<file path="config.mk">
export PLATFORM = sky130hd
export DESIGN_NAME = spi_master_flat
export DESIGN_NICKNAME = d
export VERILOG_FILES = /design/src/rtl/spi_master_if.sv /design/src/rtl/spi_master.sv /design/src/flat_wrapper.sv
export SDC_FILE = /design/constraint.sdc
export NUM_CORES = 1
export LEC_CHECK = 0
export ABC_AREA = 1
export CORE_ASPECT_RATIO = 0.8
export CORE_MARGIN = 1
export CORE_UTILIZATION = 40
export CTS_CLUSTER_SIZE = 20
export DETAILED_ROUTE_END_ITERATION = 8
export HOLD_SLACK_MARGIN = 0.1
export PLACE_DENSITY = 0.67
export SLEW_MARGIN = 25
export SYNTH_ARGS = -nofsm -noshare
export SYNTH_HDL_FRONTEND = slang
export SYNTH_SLANG_ARGS = --single-unit
</file>
<file path="constraint.sdc">
create_clock -name i_clk -period 1.1 [get_ports i_clk]
set_input_delay 0.33 -clock i_clk [delete_from_list [all_inputs] [get_ports i_clk]]
set_output_delay 0.33 -clock i_clk [all_outputs]
set_load 0.03 [all_outputs]
</file>
<file path="src/rtl/spi_master_if.sv">
// Host-side request/response bundle for spi_master: word in with a
// start strobe and ready, received word out with a one-cycle valid.
interface spi_master_if #(
    parameter int p_WORD_LEN = 8
);
    logic [p_WORD_LEN-1:0] inp_data;
    logic                  inp_en;
    logic                  inp_rdy;
    logic [p_WORD_LEN-1:0] out_data;
    logic                  out_valid;

    // Requester side: issues words, consumes results.
    modport master (
        output inp_data,
        output inp_en,
        input  inp_rdy,
        input  out_data,
        input  out_valid
    );

    // spi_master side.
    modport slave (
        input  inp_data,
        input  inp_en,
        output inp_rdy,
        output out_data,
        output out_valid
    );
endinterface

</file>
<file path="src/rtl/spi_master.sv">
// Mode-0 SPI master, MSB first, one word per request.
//
// state | meaning
// ------+-----------------------------------------------------------------
// IDLE  | o_ss high, o_sclk low, ready for a request
// SETUP | o_ss low, first MOSI bit presented, waiting one SCLK phase
// XFER  | SCLK toggling every phase; rising edges sample MISO
// HOLD  | last falling edge done, o_ss held low for one more phase
// GAP   | o_ss high; GAP plus the IDLE sampling cycle give H cycles high
module spi_master #(
    parameter int p_WORD_LEN    = 8,
    parameter int p_HALF_PERIOD = 2
) (
    input  logic         i_clk,
    input  logic         i_rstn,
    output logic         o_sclk,
    output logic         o_mosi,
    input  logic         i_miso,
    output logic         o_ss,
    spi_master_if.slave  host
);
    localparam int W     = p_WORD_LEN;
    localparam int H     = p_HALF_PERIOD;
    localparam int PH_W  = $clog2(H);
    localparam int CNT_W = $clog2(W + 1);

    localparam logic [PH_W-1:0]  PH_LAST  = PH_W'(H - 1);
    localparam logic [PH_W-1:0]  PH_GAP   = PH_W'(H - 2);
    localparam logic [CNT_W-1:0] CNT_LAST = CNT_W'(W);

    typedef enum logic [2:0] {
        ST_IDLE  = 3'd0,
        ST_SETUP = 3'd1,
        ST_XFER  = 3'd2,
        ST_HOLD  = 3'd3,
        ST_GAP   = 3'd4
    } state_t;

    state_t           state_q, state_d;
    logic [PH_W-1:0]  phase_q, phase_d;
    logic [CNT_W-1:0] bit_cnt_q, bit_cnt_d;
    logic [W-1:0]     shift_q, shift_d;
    logic [W-1:0]     out_data_q, out_data_d;
    logic             sclk_q, sclk_d;
    logic             ss_q, ss_d;
    logic             mosi_q, mosi_d;
    logic             out_valid_q, out_valid_d;
    logic             phase_tick;

    assign phase_tick = (phase_q == PH_LAST);

    // Register all state and registered outputs; synchronous active-low reset.
    always_ff @(posedge i_clk) begin
        if (!i_rstn) begin
            state_q     <= ST_IDLE;
            phase_q     <= '0;
            bit_cnt_q   <= '0;
            shift_q     <= '0;
            out_data_q  <= '0;
            sclk_q      <= 1'b0;
            ss_q        <= 1'b1;
            mosi_q      <= 1'b0;
            out_valid_q <= 1'b0;
        end else begin
            state_q     <= state_d;
            phase_q     <= phase_d;
            bit_cnt_q   <= bit_cnt_d;
            shift_q     <= shift_d;
            out_data_q  <= out_data_d;
            sclk_q      <= sclk_d;
            ss_q        <= ss_d;
            mosi_q      <= mosi_d;
            out_valid_q <= out_valid_d;
        end
    end

    // Next-state decode; stray encodings fall back to IDLE.
    always_comb begin
        state_d = state_q;
        case (state_q)
            ST_IDLE:  if (host.inp_en) state_d = ST_SETUP;
            ST_SETUP: if (phase_tick) state_d = ST_XFER;
            ST_XFER:  if (phase_tick && sclk_q && (bit_cnt_q == CNT_LAST)) state_d = ST_HOLD;
            ST_HOLD:  if (phase_tick) state_d = ST_GAP;
            ST_GAP:   if (phase_q == PH_GAP) state_d = ST_IDLE;
            default:  state_d = ST_IDLE;
        endcase
    end

    // Datapath and registered-output next values for the current state.
    always_comb begin
        phase_d     = phase_q + 1'b1;
        bit_cnt_d   = bit_cnt_q;
        shift_d     = shift_q;
        out_data_d  = out_data_q;
        sclk_d      = sclk_q;
        ss_d        = ss_q;
        mosi_d      = mosi_q;
        out_valid_d = 1'b0;
        case (state_q)
            ST_IDLE: begin
                phase_d = '0;
                ss_d    = 1'b1;
                sclk_d  = 1'b0;
                if (host.inp_en) begin
                    shift_d   = host.inp_data;
                    mosi_d    = host.inp_data[W-1];
                    ss_d      = 1'b0;
                    bit_cnt_d = '0;
                end
            end
            ST_SETUP: begin
                if (phase_tick) begin
                    sclk_d    = 1'b1;
                    shift_d   = {shift_q[W-2:0], i_miso};
                    bit_cnt_d = bit_cnt_q + 1'b1;
                end
            end
            ST_XFER: begin
                if (phase_tick) begin
                    if (!sclk_q) begin
                        sclk_d    = 1'b1;
                        shift_d   = {shift_q[W-2:0], i_miso};
                        bit_cnt_d = bit_cnt_q + 1'b1;
                    end else begin
                        sclk_d = 1'b0;
                        mosi_d = (bit_cnt_q == CNT_LAST) ? 1'b0 : shift_q[W-1];
                    end
                end
            end
            ST_HOLD: begin
                if (phase_tick) begin
                    ss_d        = 1'b1;
                    out_data_d  = shift_q;
                    out_valid_d = 1'b1;
                end
            end
            ST_GAP: begin
            end
            default: begin
                ss_d   = 1'b1;
                sclk_d = 1'b0;
                mosi_d = 1'b0;
            end
        endcase
        if ((state_d != state_q) || ((state_q == ST_XFER) && phase_tick)) begin
            phase_d = '0;
        end
    end

    assign o_sclk         = sclk_q;
    assign o_ss           = ss_q;
    assign o_mosi         = mosi_q;
    assign host.inp_rdy   = (state_q == ST_IDLE);
    assign host.out_data  = out_data_q;
    assign host.out_valid = out_valid_q;
endmodule

</file>
<file path="src/flat_wrapper.sv">
// flat-port wrapper written by rule: the top's interface ports become plain ports
module spi_master_flat 
#(
    parameter int p_WORD_LEN    = 8,
    parameter int p_HALF_PERIOD = 2
)
  (i_clk, i_rstn, o_sclk, o_mosi, i_miso, o_ss, host_inp_data, host_inp_en, host_inp_rdy, host_out_data, host_out_valid);
  spi_master_if #(.p_WORD_LEN(p_WORD_LEN)) host_i ();
  input  logic i_clk;
  input  logic i_rstn;
  output logic o_sclk;
  output logic o_mosi;
  input  logic i_miso;
  output logic o_ss;
  input wire logic [$bits(host_i.inp_data)-1:0] host_inp_data;
  input wire logic [$bits(host_i.inp_en)-1:0] host_inp_en;
  output wire logic [$bits(host_i.inp_rdy)-1:0] host_inp_rdy;
  output wire logic [$bits(host_i.out_data)-1:0] host_out_data;
  output wire logic [$bits(host_i.out_valid)-1:0] host_out_valid;
  assign host_i.inp_data = host_inp_data;
  assign host_i.inp_en = host_inp_en;
  assign host_inp_rdy = host_i.inp_rdy;
  assign host_out_data = host_i.out_data;
  assign host_out_valid = host_i.out_valid;
  spi_master #(.p_WORD_LEN(p_WORD_LEN), .p_HALF_PERIOD(p_HALF_PERIOD)) u_core (.i_clk(i_clk), .i_rstn(i_rstn), .o_sclk(o_sclk), .o_mosi(o_mosi), .i_miso(i_miso), .o_ss(o_ss), .host(host_i));
endmodule
</file>
# Word-level counts from Yosys, hierarchy flattened
# Index checks and enable logic that the tools add are counted.
dict set report op_classes {
  addsub 2
  n_eq_ne 12
  muxes 28
  n_bitwise 4
  reduce_logical 16
}
# operator n
set op_table {}
lappend op_table {{two-way mux 8 bit} 4}
lappend op_table {{case mux 8 bit (3 select lines)} 1}
lappend op_table {{two-way mux 4 bit} 4}
lappend op_table {{two-way mux 3 bit} 5}
lappend op_table {{case mux 3 bit (5 select lines)} 1}
lappend op_table {{case mux 4 bit (3 select lines)} 1}
lappend op_table {{two-way mux 1 bit} 9}
lappend op_table {{case mux 1 bit (3 select lines)} 3}
lappend op_table {{OR reduction 3 bit} 3}
lappend op_table {{!= test 2 x 1 -> 1 bit (second input constant)} 4}
lappend op_table {{== test 3 x 2 -> 1 bit (second input constant)} 2}
lappend op_table {{AND reduction 2 bit} 3}
lappend op_table {{AND reduction 5 bit} 1}
lappend op_table {{adder 4 x 1 -> 4 bit (second input constant)} 1}
lappend op_table {{== test 4 bit (second input constant)} 1}
lappend op_table {{!= test 2 bit (second input constant)} 2}
lappend op_table {{NOT 1 bit} 4}
lappend op_table {{AND reduction 4 bit} 1}
lappend op_table {{== test 3 x 1 -> 1 bit (second input constant)} 1}
lappend op_table {{== test 3 bit (second input constant)} 1}
lappend op_table {{logical AND 1 bit} 3}
lappend op_table {{logical NOT 3 bit} 1}
lappend op_table {{!= test 3 bit} 1}
lappend op_table {{AND reduction 3 bit} 1}
lappend op_table {{other kinds (4)} 4}
dict set report totals {
  register_bits 28
  out_inout_bits 13
}

# Logic depth before layout (Yosys ltp)
# Gate-level depths: netlist of run 1.
dict set report depth {
  word_depth 7
  mapped_depth 9
}

# Least setup slack after synthesis of run 1
# OpenSTA, ideal clock, no wires.
dict set report synth_timing {
  kind {reg-to-reg}
  from {register u_core.state_q[1]}
  to {register u_core.ss_q (netlist: u_core.o_ss)}
  arrival_ns 1.602
  slack_ns -0.630
  path_stages_with_launch 6
  n_path_buf 1
  period_less_slack_ns 1.730
  cell_sequence {dfxtp_1 buf_4 nor3_1 nand2_1 nand4_1 nand3_1}
}
dict set report synth_between {
  elab_cells_between_ends 10
  classes_between {eq/ne (5); mux (1); bitwise (1); reduce/logical (3)}
}
# item line_no
set synth_rtl {}
lappend synth_rtl {{start, declared} spi_master.sv:39} ;# state_t state_q, state_d;
lappend synth_rtl {{start signal, assigned} spi_master.sv:65} ;# state_q <= state_d;
lappend synth_rtl {{logical NOT 3 bit} --}
lappend synth_rtl {{net host_inp_rdy} flat_wrapper.sv:17} ;# output wire logic [$bits(host_i.inp_rdy)-1:0] host_inp_rdy;
lappend synth_rtl {{case mux 1 bit (3 select lines)} spi_master.sv:100} ;# case (state_q)
lappend synth_rtl {{end signal, assigned} spi_master.sv:71} ;# ss_q <= ss_d;
lappend synth_rtl {{end, declared} spi_master.sv:45} ;# logic ss_q, ss_d;
# The timed path passes the listed nets, and every way through them passes these cells.
# A chain may end at the register's enable or synchronous reset.

# Worst setup path in the final report of run 1
dict set report layout_timing {
  from {register u_core.state_q[1]}
  to {output port host_inp_rdy}
}
dict set report layout_between {
  elab_chain_len 1
}
# item line_no
set layout_rtl {}
lappend layout_rtl {{logical NOT 3 bit} spi_master.sv:154} ;# assign host.inp_rdy = (state_q == ST_IDLE);
lappend layout_rtl {{end, declared} flat_wrapper.sv:17}
# Every way passes these cells.

==> impl_metrics.prom, run 1 <==
# TYPE chip_impl_metric gauge
chip_impl_metric{name="multiInputGateArea",unit="µm²"} 1050
chip_impl_info{name="top_signal_layer_used",value="met4"} 1
chip_impl_metric{name="initial_core_util",unit=""} 0.418
chip_impl_metric{name="worstPathArrival",unit="ps"} 1150
chip_impl_metric{name="detailed_place_hpwl",unit="µm"} 2650
chip_impl_metric{name="clock_power_share",unit=""} 0.202
chip_impl_metric{name="synth_sequential_area_ratio",unit=""} 0.392
chip_impl_info{name="post-synth-top-area-cell",value="dfxtp_1"} 1
chip_impl_metric{name="ys_types",unit=""} 25
chip_impl_metric{name="syn2layout_area_growth",unit="%"} 77.9
chip_impl_info{name="element_type_at_the_critical_path_start",value="flip-flop"} 1
chip_impl_metric{name="total_power",unit="mW"} 2.85
chip_impl_metric{name="synth.top_cell.area_share",unit=""} 0.392
chip_impl_metric{name="max-cap-violations",unit=""} 0
chip_impl_metric{name="final.period_utilization",unit=""} 1.35
chip_impl_metric{name="detailroute.wirelength.met3",unit="µm"} 311
chip_impl_metric{name="drc_errors",unit=""} 0
chip_impl_metric{name="clock_sink_count",unit=""} 28
chip_impl_metric{name="fmaxAchievable",unit="MHz"} 673
chip_impl_metric{name="routedWlPerCell",unit="µm"} 16.1
chip_impl_metric{name="ys_warn_count",unit=""} 0
chip_impl_metric{name="cts-buffers-inserted",unit=""} 3
chip_impl_metric{name="switching_power",unit="µW"} 988
chip_impl_metric{name="route.final.wire_length",unit="µm"} 5160
chip_impl_metric{name="core-area",unit="µm²"} 3420
chip_impl_metric{name="cts.htree.levels",unit=""} 1
chip_impl_info{name="status",value="finished with violations"} 1
chip_impl_metric{name="antenna_violations_before_repair",unit=""} 0
chip_impl_metric{name="clk_pin_slew",unit="ps"} 90
chip_impl_info{name="timing.hold.worst.class",value="flip-flop to flip-flop"} 1
chip_impl_metric{name="timing.final.setup_violations",unit=""} 29
chip_impl_info{name="path_cells",value="buf_6 -> buf_6 -> nor3_4 -> buf_6"} 1
chip_impl_metric{name="post_synth_instance_area",unit="µm²"} 1430
chip_impl_metric{name="grt_max_degree",unit=""} 16
chip_impl_info{name="timing.critical_path.slowest_stage_cell",value="dfxtp_4"} 1
chip_impl_metric{name="slew_viol_final",unit=""} 0
chip_impl_metric{name="via_per_inst",unit=""} 5.37
chip_impl_metric{name="finish.utilization",unit=""} 0.743
chip_impl_metric{name="postRouteAntennaNets",unit=""} 0
chip_impl_metric{name="fp-row-count",unit=""} 19
chip_impl_metric{name="ratio_of_cells_with_drive_above_1_in_the_final_layout",unit=""} 0.522
chip_impl_metric{name="timing.critical_path.required",unit="ps"} 770
chip_impl_metric{name="postSynthAreaPerCell",unit="µm²"} 6.94
chip_impl_info{name="tritoncts",value="built"} 1
chip_impl_metric{name="post_synth_inst_count",unit=""} 206
chip_impl_metric{name="timing.max_slew.rel_slack",unit=""} 0.805
chip_impl_metric{name="met2WireLength",unit="µm"} 2440
chip_impl_metric{name="place_congestion",unit=""} 0.886
chip_impl_metric{name="power_switching_share",unit=""} 0.346
chip_impl_metric{name="power.density",unit="nW/µm²"} 1120
chip_impl_metric{name="fp.dieArea",unit="µm²"} 3820
chip_impl_info{name="layout_common_cells",value="nand2_1 (40), buf_4 (37), buf_6 (23)"} 1
chip_impl_metric{name="postSynthRegisterBits",unit=""} 28
chip_impl_metric{name="setup_slack_of_the_critical_path_after_layout",unit="ps"} -385
chip_impl_info{name="clock_tree.root_cell",value="clkbuf_8"} 1
chip_impl_metric{name="antennaDiodeCount",unit=""} 0
chip_impl_metric{name="cellLeakagePower",unit="nW"} 1.14
chip_impl_metric{name="grtUsageTotal",unit=""} 0.218
chip_impl_metric{name="clock-skew-final",unit="ps"} 5.96
chip_impl_metric{name="filler_cell_count",unit=""} 249
chip_impl_metric{name="drt_first_iter_violations",unit=""} 104
chip_impl_metric{name="dpl-instance-area",unit="µm²"} 1940
chip_impl_info{name="synthTopCellsByArea",value="dfxtp_1 (39%), nand2_1 (14%), nand3_1 (8.7%), nor2_1 (5.0%), inv_1 (3.9%)"} 1
chip_impl_info{name="min_from",value="u_core.host.out_data[3]"} 1
chip_impl_metric{name="dr.pass1.iters",unit=""} 4
chip_impl_info{name="worst-setup-path-type",value="flip-flop to output port"} 1
chip_impl_info{name="unrepaired_setup_endpoints_after_global_routing",value="true"} 1
chip_impl_metric{name="grt_pass1_wl",unit="µm"} 6240
chip_impl_metric{name="grt_pass1_vias",unit=""} 1372
chip_impl_metric{name="power.share.combinational",unit=""} 0.385
chip_impl_metric{name="cts_buffer_depth",unit=""} 2
chip_impl_metric{name="vdd_ir_drop_max",unit="V"} 0.000825
chip_impl_metric{name="fin_area",unit="µm²"} 2540
chip_impl_metric{name="ioPinCount",unit=""} 25
chip_impl_metric{name="die_w",unit="µm"} 68.9
chip_impl_info{name="crit-reg2reg-launch",value="u_core.state_q[0]"} 1
chip_impl_info{name="setup.worst_path.start",value="u_core.state_q[1]"} 1
chip_impl_info{name="layout_commonest_cell",value="nand2_1"} 1
chip_impl_metric{name="layout_min_cycle_time",unit="ps"} 1480
chip_impl_metric{name="buffer_ports.inserted",unit=""} 24
chip_impl_metric{name="seqCellArea",unit="µm²"} 587
chip_impl_info{name="crit_path_end_kind",value="output port"} 1
chip_impl_metric{name="clk-insertion-delay-late",unit="ps"} 270
chip_impl_metric{name="worst-path-max-fanout",unit=""} 2
chip_impl_info{name="failed_checks",value="negative setup slack"} 1
chip_impl_metric{name="num_vias",unit=""} 1717
chip_impl_metric{name="regToRegSetupSlack",unit="ps"} -350
chip_impl_metric{name="syn-num-nets",unit=""} 220
chip_impl_metric{name="final_hold_viol_count",unit=""} 0
chip_impl_metric{name="wl_met1",unit="µm"} 2250
chip_impl_metric{name="die_height",unit="µm"} 55.5
chip_impl_metric{name="max_slew.worst_pin.slew",unit="ps"} 292
chip_impl_info{name="critical_path.most_common_cell",value="buf_6"} 1
chip_impl_metric{name="power.share.sequential",unit=""} 0.413
chip_impl_metric{name="finalNetCount",unit=""} 293
chip_impl_metric{name="critical-path-max-stage-delay",unit="ps"} 360
chip_impl_metric{name="grt.overflow.total",unit=""} 0
chip_impl_metric{name="internal_power",unit="mW"} 1.87
metrics by stage:
stage                     setup TNS [ps]  setup WS, ps  cells  hold WS [ps]
after CTS                          -6280          -396    306           465
final                              -8000          -385    320           467
after global placement             -8560          -493    294           450
after detailed placement           -9020          -528    294           451
after global routing               -9390          -422    320           481
after floorplan                    -1010         -75.9    206           466
worst max-delay path, delay by kind of cell (launching register included):
family	cells	cell delay [ps]
buffers and inverters	3	390
DFF	1	360
and+or+nand+nor	1	140
path summary, 6_finish.rpt:
kind,depth (start not counted),to
hold / removal,2,u_core.host.out_data[3]
setup reg to reg,9,u_core.shift_q[4]
setup / recovery,4,host_inp_rdy
hold reg to reg,2,u_core.host.out_data[3]
state kept, by name, summed over array words and instances (netlist names):
signal and cells:
u_core.shift_q 8, u_core.host.out_data 8, u_core.state_q 3, u_core.o_ss 1, u_core.o_mosi 1, u_core.o_sclk 1, u_core.bit_cnt_q 4, u_core.phase_q 1
u_core.host.out_valid 1
kinds of logic (layout without fill, tap and decap cells):
kind of cell	after synthesis	count (layout)	synth area share
fa+ha+maj	2	2	0.0175
flops	28	28	0.392
buf+inv	26	96	0.0884
simple gates	120	122	0.382
xor+xnor	1	1	0.00613
compound gates	29	29	0.114
area by class of cell:
class                      instances  area share
timing repair buffer              76       0.291
multi-input combinational        154       0.412
clock buffer                       4      0.0177
tap                               42      0.0207
inverter                          16      0.0275
sequential                        28       0.231
routing by layer:
layer	vias to the layer above	GRT usage
met2	79	0.327
met1	792	0.307
met5	-	0
met3	21	0.0579
met4	0	0.0554
li1	825	-
power groups by stage:
stage	Combinational (mW)	Sequential, mW	Clock (mW)
floorplan	0.445	1.20	0
global placement	0.692	1.18	0
finish	1.10	1.18	0.577
CTS	0.817	1.16	0.589
global route	1.16	1.19	0.630
detailed placement	0.704	1.18	0
cell usage after synthesis:
master / instances
nor2_2: 3
o2111ai_1: 1
a21oi_2: 3
buf_2: 2
xor2_1: 1
nand2_1: 52
nand3_2: 3
nand3_1: 25
o21ai_0: 5
o21ai_1: 9
a21oi_1: 10
nor3_1: 10
inv_1: 15
buf_4: 3
clkbuf_1: 3
o211ai_1: 1
buf_6: 2
inv_2: 1
nand3b_1: 1
nand2_2: 4
dfxtp_1: 28
nor2_1: 19
ha_1: 2
nand4_1: 2
nor2_4: 1
repair_timing:
action,CTS,global route
setup buffers,11,12
gates cloned,1,2
pin swaps,9,23
hold buffers,0,0
endpoints found under the setup margin,36,40
endpoints found under the hold margin,0,0
gates resized for setup,46,59
Power figures use the tool's default switching activity.
==> run 2: changes to the inputs <==
==> constraint.sdc (replaced) <==
create_clock -name i_clk -period 1.1 [get_ports i_clk]
set_input_delay 0.33 -clock i_clk [delete_from_list [all_inputs] [get_ports i_clk]]
set_output_delay 0.33 -clock i_clk [all_outputs]
set_load 0.02 [all_outputs]
==> run 2 against run 1 <==
Net effect:
- the flow still finishes with violations (negative setup slack)
- critical path type is now flip-flop to flip-flop
- design area is 9.2% lower
- routed wire length is 25% lower
- count of clock-buffer cells in the layout stayed put
- largest cell class unchanged
- clock skew is 6.0 ps higher
- first-iteration DRC count is 38% lower
- clock power is 27% higher
- highest routed layer unchanged
- sequential cell count stayed put
- die area stayed put
==> impl_metrics.prom, run 2 (same netlist as run 1, synthesis figures left out) <==
# TYPE chip_impl_metric gauge
chip_impl_info{name="status",value="finished with violations"} 1
chip_impl_info{name="failed_checks",value="negative setup slack"} 1
chip_impl_metric{name="grt_pass1_wl",unit="µm"} 6210
chip_impl_metric{name="num_vias",unit=""} 1545
chip_impl_metric{name="clk_pin_slew",unit="ps"} 100
chip_impl_metric{name="grt_max_degree",unit=""} 17
chip_impl_metric{name="max-cap-violations",unit=""} 0
chip_impl_metric{name="die_w",unit="µm"} 68.9
chip_impl_metric{name="clk-insertion-delay-late",unit="ps"} 280
chip_impl_info{name="tritoncts",value="built"} 1
chip_impl_metric{name="timing.final.setup_violations",unit=""} 28
chip_impl_metric{name="grt_pass1_vias",unit=""} 1367
chip_impl_metric{name="cts_buffer_depth",unit=""} 2
chip_impl_info{name="layout_common_cells",value="nand2_1 (46), buf_4 (28), nand3_1 (22), buf_6 (22), nor2_1 (19)"} 1
chip_impl_metric{name="cts-buffers-inserted",unit=""} 3
chip_impl_metric{name="setup_slack_of_the_critical_path_after_layout",unit="ps"} -308
chip_impl_metric{name="worstPathArrival",unit="ps"} 1590
chip_impl_info{name="clock_tree.root_cell",value="clkbuf_8"} 1
chip_impl_info{name="crit_path_end_kind",value="flip-flop"} 1
chip_impl_metric{name="grtUsageTotal",unit=""} 0.212
chip_impl_metric{name="fp.dieArea",unit="µm²"} 3820
chip_impl_metric{name="detailed_place_hpwl",unit="µm"} 2590
chip_impl_metric{name="post_layout_nonfiller_instances",unit=""} 307
chip_impl_metric{name="slew_viol_final",unit=""} 0
chip_impl_metric{name="route.final.wire_length",unit="µm"} 3860
chip_impl_metric{name="fin_setup_tns",unit="ps"} -6300
chip_impl_metric{name="grt.overflow.total",unit=""} 0
chip_impl_metric{name="clock_sink_count",unit=""} 28
chip_impl_metric{name="buffer_ports.inserted",unit=""} 24
chip_impl_info{name="layout_commonest_cell",value="nand2_1"} 1
chip_impl_metric{name="routedWlPerCell",unit="µm"} 12.6
chip_impl_metric{name="antennaDiodeCount",unit=""} 0
chip_impl_metric{name="placed_cells_incl_taps",unit=""} 294
chip_impl_metric{name="clock-skew-final",unit="ps"} 12.0
chip_impl_metric{name="power.density",unit="nW/µm²"} 1210
chip_impl_metric{name="core-area",unit="µm²"} 3420
chip_impl_metric{name="vdd_ir_drop_max",unit="V"} 0.000727
chip_impl_metric{name="cts.htree.levels",unit=""} 1
chip_impl_metric{name="place_congestion",unit=""} 0.839
chip_impl_metric{name="fmaxAchievable",unit="MHz"} 710
chip_impl_metric{name="initial_core_util",unit=""} 0.418
chip_impl_metric{name="cellLeakagePower",unit="nW"} 1.05
chip_impl_metric{name="timing.critical_path.required",unit="ps"} 1290
chip_impl_metric{name="layout_min_cycle_time",unit="ps"} 1410
chip_impl_metric{name="max_slew.worst_pin.slew",unit="ps"} 211
chip_impl_metric{name="die_height",unit="µm"} 55.5
chip_impl_metric{name="syn2layout_area_growth",unit="%"} 61.5
chip_impl_metric{name="drt_first_iter_violations",unit=""} 64
chip_impl_metric{name="final_hold_viol_count",unit=""} 0
chip_impl_metric{name="finish.utilization",unit=""} 0.675
chip_impl_metric{name="drc_errors",unit=""} 0
chip_impl_info{name="element_type_at_the_critical_path_start",value="flip-flop"} 1
chip_impl_metric{name="finalNetCount",unit=""} 280
chip_impl_info{name="worst-setup-path-type",value="flip-flop to flip-flop"} 1
chip_impl_metric{name="via_per_inst",unit=""} 5.03
chip_impl_metric{name="final.period_utilization",unit=""} 1.28
chip_impl_metric{name="timing.max_slew.rel_slack",unit=""} 0.859
chip_impl_metric{name="dr.pass1.iters",unit=""} 5
chip_impl_metric{name="postRouteAntennaNets",unit=""} 0
chip_impl_metric{name="ratio_of_cells_with_drive_above_1_in_the_final_layout",unit=""} 0.430
chip_impl_metric{name="fp-row-count",unit=""} 19
chip_impl_info{name="timing.hold.worst.class",value="flip-flop to flip-flop"} 1
chip_impl_info{name="unrepaired_setup_endpoints_after_global_routing",value="true"} 1
chip_impl_metric{name="worst-path-max-fanout",unit=""} 7
chip_impl_metric{name="antenna_violations_before_repair",unit=""} 0
chip_impl_metric{name="ioPinCount",unit=""} 25
run 2: metal layers:
metal,global-route usage,share of wire,vias up
met5,0,0,-
met4,0.0262,0.0054,0
met3,0.0434,0.046,4
met2,0.326,0.47,38
met1,0.309,0.48,708
li1,-,-,795
run 2: worst max-delay path, stage by stage (launching register included):
cell     delay (ps)
dfxtp_4         350
buf_6           130
nor2_4          190
nand3_2         140
nand3_4         140
nor2_4           70
buf_6           140
o21ai_2         110
nor2_1           50
run 2: area by class of cell:
type,instances,area (µm²)
tap,42,52.6
fill,306,1110
sequential,28,581
clock buffer,4,66.3
inverter,16,65.1
timing repair buffer,65,643
multi-input combinational,152,902
run 2: worst paths after layout:
| path | start | to | slack, ps | cells past startpoint |
|---|---|---|---|---|
| setup reg to reg | u_core.state_q[0] | u_core.shift_q[6] | -310 | 8 |
| hold reg to reg | u_core.host.out_data[2] | u_core.host.out_data[2] | 470 | 2 |
| hold / removal | u_core.host.out_data[2] | u_core.host.out_data[2] | 470 | 2 |
| setup / recovery | u_core.state_q[0] | u_core.shift_q[6] | -310 | 8 |
run 2: per-stage QoR:
stage / area, µm² / setup WS, ps / hold slack (ps) / total power, mW
2_1_floorplan: 1500 / -73.0 / 466 / 1.62
3_3_place_gp: 1980 / -516 / 448 / 1.87
3_5_place_dp: 1980 / -559 / 450 / 1.88
4_1_cts: 2180 / -271 / 467 / 2.73
5_1_grt: 2310 / -372 / 486 / 2.94
6_report: 2310 / -308 / 471 / 2.80
run 2: where the power goes:
part           internal, mW  switching, mW  total, mW
clock                 0.397          0.338      0.735
combinational         0.435          0.464      0.899
sequential             1.10         0.0736       1.17
total                  1.93          0.876       2.80
run 2: repair_timing:
item | 4_1_cts | 5_1_grt
setup buffers | 6 | 3
gates resized for setup | 102 | 32
pin swaps | 10 | 4
hold endpoints to repair | 0 | 0
hold buffers | 0 | 0
endpoints found under the setup margin | 40 | 40
